### config.mk
export PLATFORM = sky130hd
export DESIGN_NAME = sysid_wait_timer
export DESIGN_NICKNAME = d
export VERILOG_FILES = /design/src/rtl/sysid_wait_timer.sv
export SDC_FILE = /design/constraint.sdc
export NUM_CORES = 1
export LEC_CHECK = 0
export ABC_AREA = 1
export BUFFER_PORTS_ARGS = -buffer_cell sky130_fd_sc_hd__buf_2
export CORE_MARGIN = 3
export CORE_UTILIZATION = 42
export DETAILED_ROUTE_END_ITERATION = 10
export PLACE_DENSITY = 0.62
export SLEW_MARGIN = 10
export SYNTH_ARGS = -nofsm -noshare
export SYNTH_HDL_FRONTEND = slang
export SYNTH_SLANG_ARGS = --single-unit
### constraint.sdc
create_clock -name clock -period 1.45 [get_ports clock]
set_input_delay 0.145 -clock clock [delete_from_list [all_inputs] [get_ports clock]]
set_output_delay 0.145 -clock clock [all_outputs]
set_load 0.005 [all_outputs]
### src/rtl/sysid_wait_timer.sv
// 16-bit saturating stall counter; expired flags count == LIMIT.
module sysid_wait_timer #(
    parameter int unsigned LIMIT = 254
) (
    input  logic clock,
    input  logic reset_n,
    input  logic clr,
    input  logic en,
    output logic expired
);

    logic [15:0] count;

    // Count stall cycles, clear on request, stick at all-ones.
    always_ff @(posedge clock or negedge reset_n) begin
        if (!reset_n) begin
            count <= '0;
        end else if (clr) begin
            count <= '0;
        end else if (en && (count != 16'hFFFF)) begin
            count <= count + 16'd1;
        end
    end

    assign expired = (count == LIMIT[15:0]);

endmodule

# --- Word-level counts from Yosys, hierarchy flattened ---
# Cells that the tools add are included.
word_totals:
  reg_bits: 16
  latch_bits: 0
  ramBits: 0
  mem_bits_ro: 0
  input_bits: 4
  output_inout_bits: 1
  word_cells: 8
  mem_count: 0
classes:
  addsub: 1
  n_mul: 0
  div_mod_pow: 0
  magnitude_cmp: 0
  eq_ne: 2
  shift: 0
  muxes: 2
  bitwise: 0
  reduce_logical: 2
op_table:
  columns: ["op", "n"]
  rows:
  - ["2-to-1 mux 16 bit", 2]
  - ["adder 16 x 1 -> 16 bit (second input constant)", 1]
  - ["equality test 16 x 8 -> 1 bit (second input constant)", 1]
  - ["!= test 16 bit (second input constant)", 1]
  - ["nonzero test 2 bit", 1]
  - ["logical AND 1 bit", 1]

# --- Depth between registers and ports, before layout ---
logic_depth:
  word_depth: 4
  depth_mapped: 10

# --- Worst setup path after synthesis ---
# Ideal clock, no wire load.
synth_path:
  path_kind: "register to register"
  start: "reg count[0]"
  end: "reg count[4]"
  setup_ns: 0.121
  arrival_time_ns: 1.374
  t_required_ns: 1.329
  setup_slack_ns: -0.045
  stages_incl_launch_ff: 11
  period_less_slack_ns: 1.495
  cell_sequence: "dfrtp_1 -> ha_1 -> inv_1 -> nor2_4 -> nand2_4 -> nor2_4 -> o21ai_4 -> clkinv_2 -> buf_6 -> nand2_1 -> nand2_1"
synth_between:
  elab_chain_cells: 3
  elab_cells_between_ends: 6
  classes_between: "add/sub: 1; eq/ne: 1; mux: 2; reduce/logical: 2"
synth_rtl:
  columns: ["item", "line_no", "rtl"]
  rows:
  - ["start, declared", "12", "logic [15:0] count;"]
  - ["start signal, assigned", "21", "count <= count + 16'd1;"]
  - ["adder 16 x 1 -> 16 bit or != test 16 bit (tied branches)", "21, 20", null]
  - ["2-to-1 mux 16 bit or logical AND 1 bit (tied branches)", "20", "end else if (en && (count != 16'hFFFF)) begin"]
  - ["2-to-1 mux 16 bit or nonzero test 2 bit (tied branches)", null, null]
# Several ways; a longest one is shown, not always the timed one. The select of a mux whose other input is x is not followed.
# A chain may end at the register's enable or synchronous reset.

# --- Final worst setup path ---
layout_path:
  start: "reg count[10]"
  end: "out expired"
layout_between:
  elab_chain_cells: 1
layout_rtl:
  columns: ["item", "line_no", "rtl"]
  rows:
  - ["equality test 16 x 8 -> 1 bit", "25", "assign expired = (count == LIMIT[15:0]);"]
  - ["end, declared", "9", "output logic expired"]
# Every way passes these cells.

==> out/qor.yml <==
status:
  status: "finished, violations left"
  violations: "negative setup slack"
synthesis:
  synthDistinctLibCells: 21
  ys_ff_latch: 16
  synth-edff-count: 0
  synth.most_common_cell: "nand2_1"
  yosys-top-cells-count: "nand2_1 (53), nor2_1 (22), dfrtp_1 (16)"
  yosysSeqAreaShare_pct: 36.9
  synth_fp_nets: 161
  synth_cells: 155
  yosys.area.top_type: "dfrtp_1"
  yosys_warnings: 0
  synth_top_area_share_pct: 36.9
  ys_top_cells_by_area: "dfrtp_1 (37%), nand2_1 (18%), nor2_1 (7.6%), nand3_1 (5.5%), nand4_1 (5.2%)"
  synth-main-ff-cell: "dfrtp_1"
  synth_area_mm2: 0.00108
  synthArstFlopShare_pct: 100
  syn_avg_cell_area_um2: 7.00
critical_path:
  arrival_ns: 1.33
  critPathKind: "reg2out"
  startpoint_type: "register"
  crit_path_end_kind: "output pin"
  required_ns: 1.31
  path_max_fanout: 4
sta:
  period_needed_ns: 1.48
  rsz0062_at_grt: "yes"
  worst_slack_ns: -0.0286
  setup_viol: 1
  max_freq_mhz: 676
  fin_setup_tns_ns: -0.0286
  skew_ns: 0.00142
  finalCritPeriodShare_pct: 102
  worst_slew_pin_slew_ns: 0.372
  drv_slew: 0
  relSlewSlack_pct: 75.2
  finalHoldViolCount: 0
power_and_ir_drop:
  ir_drop_mv: 0.650
  clock_power_share_pct: 35.5
  leakagePower_nw: 0.670
  p_switching_w: 0.000214
  total_power_w: 0.000856
  combPwrFrac_pct: 11.2
  p_per_area_mw_per_mm2: 605
  power.internal_w: 0.000642
  seq_power_share_pct: 53.3
  switching_share_pct: 25.0
detailed_routing:
  routed_wl_um: 2670
  via_per_inst: 5.11
  drt_first_pass_iters: 4
  drt_first_iter_violations: 45
  drtAntennaViolNets: 0
  wire_per_inst_um: 12.6
  vias: 1078
  drcViolationCount: 0
cts:
  cts_sinks: 16
  cts-buffers-inserted: 3
  cts_tree: "yes"
  max-clock-path-buffers: 2
  cts_root_buffer: "clkbuf_4"
  h-tree-depth: 1
  clk_latency_ns: 0.29
  clkSlewWorstSetupHoldPaths_ns: 0.10
floorplanning:
  start_util_pct: 46.4
  coreArea_mm2: 0.00234
  die_w_um: 56.8
  die_h_um: 56.8
  num_io_pins: 5
  die_area_mm2: 0.00323
  rows: 17
finish:
  fin_util_pct: 60.5
  antennaDiodeCount: 0
  largest_register: "count"
  top_regs: "count: 16 flops"
  drive_gt1_share_pct: 29.0
  final_area_mm2: 0.00142
  syn_to_final_growth_pct: 30.5
  stdcell_count: 211
  nets: 190
  largest_reg_flops: 16
placement:
  place_inst: 204
  hpwl_um: 1890
  place_congestion: 0.850
  io_buffers: 4
  placement.cell_area_mm2: 0.00127
grt:
  grt_max_degree: 17
  grt_first_pass_wirelength_um: 4540
  grt_pass1_vias: 1013
  grtUsageTotal_pct: 18.0
  antenna_found_initial: 0
  grt_overflow: 0
run:
  maxCapViolCount: 0
min_path:
  hold_class: "in2reg"
worst paths after layout:
kind | from | to | slack (ns) | cells after the start
max | count[10]$_DFFE_PN0P_ | expired | -0.03 | 5
min | clr | count[3]$_DFFE_PN0P_ | 0.17 | 4
max in group asynchronous | reset_n | count[13]$_DFFE_PN0P_ | 0.89 | 2
max reg2reg | count[0]$_DFFE_PN0P_ | count[8]$_DFFE_PN0P_ | 0.01 | 9
min reg2reg | count[5]$_DFFE_PN0P_ | count[5]$_DFFE_PN0P_ | 0.56 | 2
min in group asynchronous | reset_n | count[5]$_DFFE_PN0P_ | 0.29 | 2
worst max-delay path: stages (launching register included):
cell and delay [ns]:
dfrtp_1 0.39, buf_4 0.16, nor3_4 0.17, nand4_1 0.10, nor2_1 0.10, buf_2 0.12
cell families (layout without fill, tap and decap cells):
group	count (synthesis)	after routing	synth area share, %
simple gates	103	103	42.4
buf+inv	18	46	7.73
flops	16	16	36.9
compound gates	11	11	6.57
xor+xnor	5	5	4.04
fa+ha+maj	2	2	2.31
cell usage in the layout, fill, tap and decap left out, types with 3 or more instances in the layout:
cell | Yosys | layout
nor2_2 | 1 | 4
clkbuf_4 | 0 | 3
nand3_1 | 12 | 11
buf_4 | 0 | 18
buf_6 | 2 | 4
inv_1 | 14 | 12
nor2_1 | 22 | 17
dfrtp_1 | 16 | 16
nor2_4 | 3 | 5
nand2_2 | 1 | 3
o21ai_0 | 5 | 4
xor2_1 | 5 | 5
nand4_1 | 9 | 9
buf_2 | 0 | 4
nand2_1 | 53 | 51
cell type report:
cell class	instances	area [µm²]
multi-input combinational	121	667
sequential	16	400
fill	219	925
timing repair buffer	27	210
clock buffer	4	36.3
tap	28	35.0
inverter	15	66.3
per-layer routing:
| metal | vias to the layer above | global-route usage (%) | routed length, µm |
|---|---|---|---|
| li1 | 555 | - | - |
| met1 | 502 | 23.4 | 1240 |
| met2 | 14 | 28.7 | 1280 |
| met3 | 7 | 5.29 | 94 |
| met4 | 0 | 5.30 | 54 |
| met5 | - | 0 | 0 |
power by group through the flow:
stage,sequential (W),clock (W),combinational (W)
after global routing,0.000457,0.000337,0.000107
after detailed placement,0.000464,0,0.0000786
after global placement,0.000464,0,0.0000778
after floorplan,0.000466,0,0.0000416
after CTS,0.000455,0.000318,0.0000894
final,0.000456,0.000304,0.0000961
what timing repair did:
item	in CTS	in global routing
cloned	0	0
setup endpoints to repair	15	16
resized for setup	7	18
hold endpoints to repair	16	0
pin swaps	1	7
hold buffers	1	0
setup buffers	0	2
metrics by stage:
stage               hold slack [ns]  setup WS, ns
floorplan                    -0.151      -0.00339
global placement             0.0866       -0.0549
detailed placement           0.0869       -0.0845
CTS                           0.160       -0.0586
global route                  0.178        -0.115
finish                        0.170       -0.0286
No activity file was read; power rests on OpenSTA's default activity.
